[src/rtl/mc_control_fsm.sv]
// Multi-cycle CPU control sequencer.
// Walks fetch/decode/execute/memory/writeback and drives datapath controls.
module mc_control_fsm #(
  parameter logic       SYSCALL_SEL = 1'b0,
  parameter logic [3:0] RESET_STATE = 4'd0
) (
  input  logic       clk,
  input  logic       reset,
  input  logic [5:0] op,
  input  logic [5:0] fn,
  input  logic       alu_zero,
  input  logic       x_sign,
  input  logic       mem_ready,
  output logic       PCWrite,
  output logic       InstData,
  output logic       MemRead,
  output logic       MemWrite,
  output logic       IRWrite,
  output logic       RegWrite,
  output logic [1:0] RegDst,
  output logic [1:0] RegInSrc,
  output logic       ALUSrcX,
  output logic [1:0] ALUSrcY,
  output logic [1:0] FunctionClass,
  output logic [1:0] LogFunc,
  output logic       AddSub,
  output logic [1:0] PCSrc,
  output logic       JumpAddr,
  output logic [3:0] state,
  output logic       instr_done
);

  localparam logic [3:0] S_FETCH = 4'd0;
  localparam logic [3:0] S_DEC   = 4'd1;
  localparam logic [3:0] S_MADDR = 4'd2;
  localparam logic [3:0] S_MRD   = 4'd3;
  localparam logic [3:0] S_MWB   = 4'd4;
  localparam logic [3:0] S_BR    = 4'd5;
  localparam logic [3:0] S_MWR   = 4'd6;
  localparam logic [3:0] S_AEX   = 4'd7;
  localparam logic [3:0] S_AWB   = 4'd8;
  localparam logic [3:0] S_JMP   = 4'd9;
  localparam logic [3:0] S_JR    = 4'd10;
  localparam logic [3:0] S_TRAP  = 4'd11;

  logic [3:0] state_q;
  logic [3:0] state_d;
  logic       r_type;
  logic       taken;

  assign state  = state_q;
  assign r_type = (op == 6'h00);

  // Branch condition from ALU flags, selected by the branch opcode.
  always_comb begin
    taken = 1'b0;
    case (op)
      6'h04:   taken = alu_zero;
      6'h05:   taken = ~alu_zero;
      6'h01:   taken = x_sign;
      default: taken = 1'b0;
    endcase
  end

  // Instruction class lookup performed in DECODE.
  function automatic logic [3:0] dec_target(input logic [5:0] o,
                                            input logic [5:0] f);
    logic [3:0] t;
    t = S_TRAP;
    case (o)
      6'h23, 6'h2B: t = S_MADDR;
      6'h04, 6'h05, 6'h01: t = S_BR;
      6'h02, 6'h03: t = S_JMP;
      6'h08, 6'h0A, 6'h0C, 6'h0D, 6'h0E, 6'h0F: t = S_AEX;
      6'h00: begin
        case (f)
          6'h08: t = S_JR;
          6'h20, 6'h22, 6'h24, 6'h25,
          6'h26, 6'h27, 6'h2A: t = S_AEX;
          default: t = S_TRAP;
        endcase
      end
      default: t = S_TRAP;
    endcase
    return t;
  endfunction

  // State register.
  always_ff @(posedge clk or posedge reset) begin
    if (reset) state_q <= RESET_STATE;
    else       state_q <= state_d;
  end

  // Next-state selection; memory states wait on mem_ready.
  always_comb begin
    state_d = S_FETCH;
    case (state_q)
      S_FETCH: state_d = mem_ready ? S_DEC : S_FETCH;
      S_DEC:   state_d = dec_target(op, fn);
      S_MADDR: state_d = (op == 6'h23) ? S_MRD : S_MWR;
      S_MRD:   state_d = mem_ready ? S_MWB : S_MRD;
      S_MWR:   state_d = mem_ready ? S_FETCH : S_MWR;
      S_AEX:   state_d = S_AWB;
      default: state_d = S_FETCH;
    endcase
  end

  // Datapath controls from state and IR fields; all zero during reset.
  always_comb begin
    PCWrite       = 1'b0;
    InstData      = 1'b0;
    MemRead       = 1'b0;
    MemWrite      = 1'b0;
    IRWrite       = 1'b0;
    RegWrite      = 1'b0;
    RegDst        = 2'd0;
    RegInSrc      = 2'd0;
    ALUSrcX       = 1'b0;
    ALUSrcY       = 2'd0;
    FunctionClass = 2'd0;
    LogFunc       = 2'd0;
    AddSub        = 1'b0;
    PCSrc         = 2'd0;
    JumpAddr      = 1'b0;
    instr_done    = 1'b0;
    if (!reset) begin
      case (state_q)
        S_FETCH: begin
          MemRead       = 1'b1;
          FunctionClass = 2'd2;
          PCSrc         = 2'd3;
          IRWrite       = mem_ready;
          PCWrite       = mem_ready;
        end
        S_DEC: begin
          ALUSrcY       = 2'd3;
          FunctionClass = 2'd2;
        end
        S_MADDR: begin
          ALUSrcX       = 1'b1;
          ALUSrcY       = 2'd2;
          FunctionClass = 2'd2;
        end
        S_MRD: begin
          InstData = 1'b1;
          MemRead  = 1'b1;
        end
        S_MWB: begin
          RegWrite   = 1'b1;
          instr_done = 1'b1;
        end
        S_MWR: begin
          InstData   = 1'b1;
          MemWrite   = 1'b1;
          instr_done = mem_ready;
        end
        S_AEX: begin
          ALUSrcX = 1'b1;
          ALUSrcY = r_type ? 2'd1 : 2'd2;
          FunctionClass = 2'd2;
          if (r_type) begin
            case (fn)
              6'h22: AddSub = 1'b1;
              6'h2A: begin
                FunctionClass = 2'd1;
                AddSub        = 1'b1;
              end
              6'h24, 6'h25, 6'h26, 6'h27: begin
                FunctionClass = 2'd3;
                LogFunc       = fn[1:0];
              end
              default: ;
            endcase
          end else begin
            case (op)
              6'h0A: begin
                FunctionClass = 2'd1;
                AddSub        = 1'b1;
              end
              6'h0C, 6'h0D, 6'h0E: begin
                FunctionClass = 2'd3;
                LogFunc       = op[1:0];
              end
              6'h0F: FunctionClass = 2'd0;
              default: ;
            endcase
          end
        end
        S_AWB: begin
          RegDst     = r_type ? 2'd1 : 2'd0;
          RegInSrc   = 2'd1;
          RegWrite   = 1'b1;
          instr_done = 1'b1;
        end
        S_BR: begin
          ALUSrcX       = 1'b1;
          ALUSrcY       = 2'd1;
          FunctionClass = 2'd2;
          AddSub        = 1'b1;
          PCSrc         = 2'd2;
          PCWrite       = taken;
          instr_done    = 1'b1;
        end
        S_JMP: begin
          JumpAddr   = 1'b1;
          PCWrite    = 1'b1;
          instr_done = 1'b1;
          if (op == 6'h03) begin
            RegDst   = 2'd2;
            RegInSrc = 2'd2;
            RegWrite = 1'b1;
          end
        end
        S_JR: begin
          PCSrc      = 2'd1;
          PCWrite    = 1'b1;
          instr_done = 1'b1;
        end
        S_TRAP: begin
          JumpAddr   = SYSCALL_SEL;
          PCWrite    = 1'b1;
          instr_done = 1'b1;
        end
        default: ;
      endcase
    end
  end

endmodule

[config.mk]
export PLATFORM = sky130hd
export DESIGN_NAME = mc_control_fsm
export DESIGN_NICKNAME = d
export VERILOG_FILES = /design/src/rtl/mc_control_fsm.sv
export SDC_FILE = /design/constraint.sdc
export NUM_CORES = 1
export LEC_CHECK = 0
export CAP_MARGIN = 20
export CELL_PAD_IN_SITES_DETAIL_PLACEMENT = 1
export CELL_PAD_IN_SITES_GLOBAL_PLACEMENT = 2
export CORE_ASPECT_RATIO = 1.25
export CORE_MARGIN = 5
export CORE_UTILIZATION = 22
export CTS_CLUSTER_DIAMETER = 60
export CTS_CLUSTER_SIZE = 40
export DETAILED_ROUTE_END_ITERATION = 8
export PLACE_DENSITY = 0.85
export SLEW_MARGIN = 20
export SYNTH_ARGS = -nofsm -noshare
export SYNTH_HDL_FRONTEND = slang
export SYNTH_SLANG_ARGS = --single-unit
export TNS_END_PERCENT = 30
[constraint.sdc]
create_clock -name clk -period 2.52 [get_ports clk]
set_input_delay 0.252 -clock clk [delete_from_list [all_inputs] [get_ports clk]]
set_output_delay 0.252 -clock clk [all_outputs]
set_load 0.01 [all_outputs]
==> results.toml, run 1 <==
[run_status]
outcome = "finished, final reports clean"

[cts]
post_cts_buffers = 0
clk_latency_ns = 0.22
cts_tree = "built"
htreeDepth = 1
path_clk_slew_ns = 0.03
cts_buffers = 3
hold_buffers = 0
cts_sinks = 4
root_buffer = "clkbuf_8"
cts_buffer_depth = 2

[finish]
nFillCells = 533
final_core_util = 0.3930
layout.nets = 213
stdcell_area_um2 = 1585
drive_gt1_frac = 0.1959
syn_to_final_growth_pct = 75.48
largest_reg_flops = 4
n_antenna_cell = 0

[yosys]
synth_seq_cells = 4
syn_area_um2 = 903.4
ys_seq_area_frac = 0.1108
yosysWarnings = 0
synth.distinct_cells = 50
netlist_instances = 138
syn_area_per_cell_um2 = 6.546
syn-num-nets = 155

[worst_setup_path]
cp_max_fo = 7
critical_path_class = "input port to primary output"
reg2reg_slack_ns = 1.10
start_kind = "input port"
end_kind = "primary output"
arrival_ns = 2.16
reg2reg_depth = 4
required_ns = 2.27

[sta]
tightest_slew_ns = 0.3998
rsz0062_at_grt = "false"
fin_crit_sh = 0.9574
clock.fmax_mhz = 414.5
hold_viol_final = 0
clock_skew_ns = 0.006762
final-setup-viol-count = 0
final.min_clock_period_ns = 2.413
whs_ns = 0.5348
slew_violations = 0
maxSlewHeadroom = 0.7266

[routing]
wirelength_um = 3723
wl_per_cell_um = 14.89
drc = 0
drtAntennaViolNets = 0
drt_iter0_drc = 60
viasPerCell = 5.004
first_pass_iters = 4
vias = 1251

[placement]
port_buffers = 42
placedInstanceArea_um2 = 1516
hpwl_um = 3049
gp_congestion = 0.8539

[worst_hold_path]
min_path_cells = 1
min_path_type = "flip-flop to flip-flop"

[floorplan]
die_area_um2 = 5496
rows = 26
die_h_um = 81.65
core_um2 = 4034
die_w_um = 67.32
initial_utilization = 0.2239
boundaryPins = 43

[global_route]
grt-ovfl-total = 0
grt_pass1_wl_um = 6099
grt_start_max_net_pins = 23
antenna_found_initial = 0
grt_pass1_vias = 1332
grtUsageTotal = 0.1408

[pwr]
ir_drop_mv = 0.2563
p_leak_nw = 0.6627
p_per_area_nw_per_um2 = 755.7

[job]
drv_cap = 0
final cells by class:
class                      instances  area, um2  share of cell area
clock buffer                       3      41.29             0.02605
inverter                           9      33.78             0.02131
multi-input combinational        111      739.5              0.4665
sequential                         4      100.1             0.06314
tap                               56      70.07             0.04420
timing repair buffer              67      600.6              0.3788
Yosys cell counts (all sizes together):
cell type / number / area (um2)
or3: 3 / 18.77
o221ai: 2 / 23.77
a211o: 1 / 8.760
nand4b: 3 / 26.28
dfrtp: 4 / 100.1
a211oi: 2 / 15.01
nand2: 7 / 26.28
a22o: 1 / 8.760
nand2b: 3 / 18.77
buf: 4 / 27.52
a221oi: 1 / 8.760
xor2: 2 / 17.52
a2111o: 1 / 11.26
a32oi: 1 / 8.760
nor4b: 1 / 8.760
and4: 1 / 8.760
and3: 3 / 18.77
or2: 4 / 27.53
a22oi: 1 / 7.510
or4: 1 / 11.26
a2111oi: 1 / 8.760
a31oi: 3 / 18.77
nor2: 17 / 63.81
or4bb: 1 / 11.26
nand4: 3 / 18.77
xnor2: 2 / 17.52
o21ba: 1 / 10.01
clkbuf: 10 / 37.54
or4b: 1 / 10.01
o311a: 1 / 10.01
o211ai: 1 / 7.510
inv: 9 / 33.78
a41oi: 1 / 8.760
mux2i: 1 / 10.01
nor4: 5 / 37.53
o41ai: 1 / 8.760
o311ai: 1 / 8.760
o21ai: 10 / 50.05
nor3: 6 / 30.03
a21oi: 8 / 40.04
nor2b: 7 / 43.79
nor4bb: 1 / 10.01
nand3: 1 / 5.000
power by group:
part / switching, mW / leakage, nW / internal (mW)
registers: 0.0271 / 0.0510 / 0.0976
clock network: 0.0344 / 0.0216 / 0.102
logic: 0.504 / 0.590 / 0.433
total: 0.565 / 0.663 / 0.633
placed cells by master (no fill, tap or decap), types with 2 or more instances in the layout:
cell / netlist / layout
nand2_1: 7 / 7
dfrtp_1: 4 / 4
or2_1: 3 / 2
nor4_1: 4 / 4
clkbuf_8: 0 / 3
nand4_1: 3 / 3
nand4b_1: 3 / 3
dlygate4sd2_1: 0 / 8
clkdlybuf4s50_1: 0 / 33
a211oi_1: 2 / 2
or3_1: 3 / 3
o21ai_0: 8 / 8
nor3_1: 6 / 6
nand2b_1: 3 / 3
nor2_1: 17 / 16
nor2b_1: 7 / 6
xnor2_1: 2 / 2
o21ai_1: 2 / 2
a21oi_1: 8 / 7
buf_4: 1 / 25
and3_1: 3 / 3
inv_1: 9 / 9
a31oi_1: 3 / 3
xor2_1: 2 / 2
or2_4: 1 / 2
layer usage:
metal  wire (um)  track usage
met1        1617       0.1653
met3         134      0.01231
met5           0            0
met2        1892       0.2557
met4          78      0.06085
stage by stage:
step	TNS [ns]	instances	power, mW	worst slack [ns]
2_1_floorplan	0	138	0.6393	0.6564
3_3_place_gp	-0.3144	247	1.044	-0.06645
3_5_place_dp	-0.5385	247	1.070	-0.08800
4_1_cts	0	250	1.210	0.03165
5_1_grt	0	250	1.298	0.02706
6_report	0	250	1.198	0.1074
path summary, 6_finish.rpt:
check                                         from                  to
max in group asynchronous                    reset  state[1]$_DFF_PP0_
worst min register to register  state[3]$_DFF_PP0_  state[1]$_DFF_PP0_
min in group asynchronous                    reset  state[0]$_DFF_PP0_
worst max-delay path                         op[4]         RegInSrc[1]
worst min-delay path            state[3]$_DFF_PP0_  state[1]$_DFF_PP0_
worst max register to register  state[1]$_DFF_PP0_  state[1]$_DFF_PP0_
cells by family (layout without fill, tap and decap cells):
group                  Yosys count  in the layout  share of synthesized area
AND/OR/NAND/NOR                 68             68                     0.4377
buffers and inverters           23             79                     0.1094
XOR/XNOR                         4              4                    0.03879
AO/OA/AOI/OAI                   38             38                     0.2923
flip-flops                       4              4                     0.1108
multiplexers                     1              1                    0.01108
repair_timing:
action / 4_1_cts / 5_1_grt
pin swaps: 0 / 1
endpoints found under the setup margin: 11 / 4
cloned: 0 / 0
gates resized for setup: 14 / 2
critical path: stages:
cell and delay [ns]:
clkdlybuf4s50_1 0.45, or2_4 0.31, buf_4 0.15, nor2_1 0.13
and4_1 0.22, buf_4 0.11, clkdlybuf4s50_1 0.53
No activity file was read; power rests on OpenSTA's default activity.
==> run 2: changes to the inputs <==
Settings changed: CTS_BUF_LIST set to sky130_fd_sc_hd__clkbuf_16, REMOVE_ABC_BUFFERS set to 1.
==> results.toml, run 2 (synthesized netlist as in run 1, its figures left out) <==
[pwr]
power.switching_mw = 0.5790
ir_drop_mv = 0.2322
seqPwrFrac = 0.109
power.share.clock = 0.192
p_comb_frac = 0.699
p_leak_nw = 0.6692
p_sw_frac = 0.4397
p_int_mw = 0.7377
p_per_area_nw_per_um2 = 813.9

[routing]
drt_iter0_drc = 65
wirelength_um = 3759
drc = 0
viasPerCell = 5.032
wl_per_cell_um = 14.98
drtAntennaViolNets = 0
first_pass_iters = 4
vias = 1263

[floorplan]
initial_utilization = 0.2239
core_um2 = 4034
die_area_um2 = 5496
die_h_um = 81.65
rows = 26
boundaryPins = 43
die_w_um = 67.32

[placement]
dp_cells = 248
gp_congestion = 0.8190
hpwl_um = 3060
port_buffers = 42

[cts]
root_buffer = "clkbuf_16"
path_clk_slew_ns = 0.03
post_cts_resized = 13
cts_buffer_depth = 2
clk_latency_ns = 0.23
post_cts_buffers = 0
cts_buffers = 3
cts_sinks = 4
hold_buffers = 0
cts_tree = "built"
htreeDepth = 1

[worst_setup_path]
start_kind = "input port"
path_buf_inv = 3
worst_path_dominant_cell_family = "simple AND/OR/NAND/NOR gates"
critical_path_class = "input port to primary output"
arrival_ns = 2.18
crit_chain = "clkdlybuf4s50_1 -> or4_4 -> or2_4 -> buf_4 -> nor2_1 -> o41ai_1 -> dlygate4sd2_1"
cp_max_fo = 4
end_kind = "primary output"
cp_slowest_cell = "or4_4"
required_ns = 2.27
slowest_delay_ns = 0.59

[finish]
largest_reg_flops = 4
instances_no_fill = 251
drive_gt1_frac = 0.1949
n_antenna_cell = 0
syn_to_final_growth_pct = 79.09
final_core_util = 0.4011
layout.cells.most_common = "clkdlybuf4s50_1"
layout.nets = 214
mostFrequentLayoutCells = "clkdlybuf4s50_1, buf_4, nor2_1, inv_1, dlygate4sd2_1"

[global_route]
grt-ovfl-total = 0
antenna_found_initial = 0
grt_pass1_wl_um = 6258
grtUsageTotal = 0.1460
grt_pass1_vias = 1372
grt_start_max_net_pins = 17

[sta]
maxSlewHeadroom = 0.7563
hold_viol_final = 0
slew_violations = 0
tightest_slew_ns = 0.3563
final-setup-viol-count = 0
clock_skew_ns = 0.002909
clock.fmax_mhz = 411.4
final.min_clock_period_ns = 2.431
rsz0062_at_grt = "false"
fin_crit_sh = 0.9645

[run_status]
outcome = "finished, final reports clean"

[worst_hold_path]
min_path_type = "flip-flop to flip-flop"

[job]
drv_cap = 0
run 2: path summary, 6_finish.rpt:
check	start	endpoint	slack, ns	cells after the start
max in group asynchronous	reset	state[0]$_DFF_PP0_	1.82	4
worst max register to register	state[1]$_DFF_PP0_	state[1]$_DFF_PP0_	1.04	4
worst min-delay path	state[3]$_DFF_PP0_	state[1]$_DFF_PP0_	0.50	1
min in group asynchronous	reset	state[2]$_DFF_PP0_	0.58	4
worst max-delay path	op[2]	FunctionClass[1]	0.09	7
worst min register to register	state[3]$_DFF_PP0_	state[1]$_DFF_PP0_	0.50	1
run 2: per-stage QoR:
step	setup TNS [ns]	hold WS, ns	setup WS, ns	total power, mW	instance area [um2]
2_1_floorplan	0	0.03666	0.5929	0.6002	838.3
3_3_place_gp	-0.3404	0.4852	-0.07255	1.060	1524
3_5_place_dp	-0.5237	0.4886	-0.1090	1.080	1524
4_1_cts	0	0.5081	0.03938	1.328	1603
5_1_grt	0	0.5205	0.01158	1.426	1618
6_report	0	0.5038	0.08949	1.317	1618
run 2: layout make-up:
type                       instances  area (um2)
fill                             528        2416
multi-input combinational        111       733.2
tap                               56       70.07
inverter                           9       33.78
sequential                         4       101.3
clock buffer                       3       75.07
timing repair buffer              68       604.3
run 2: per-layer routing:
layer | vias up | wire length (um) | part of all wire | global-route usage
met5 | - | 0 | 0 | 0
met4 | 0 | 24 | 0.0064 | 0.04057
met3 | 2 | 169 | 0.045 | 0.02326
met2 | 35 | 1994 | 0.53 | 0.2822
met1 | 600 | 1570 | 0.42 | 0.1601
li1 | 626 | - | - | -
run 2: power groups by stage:
| stage | clock [mW] | sequential, mW | combinational [mW] |
|---|---|---|---|
| 2_1_floorplan | 0 | 0.220 | 0.381 |
| 3_3_place_gp | 0 | 0.141 | 0.919 |
| 3_5_place_dp | 0 | 0.141 | 0.939 |
| 4_1_cts | 0.257 | 0.144 | 0.927 |
| 5_1_grt | 0.260 | 0.150 | 1.02 |
| 6_report | 0.253 | 0.144 | 0.920 |
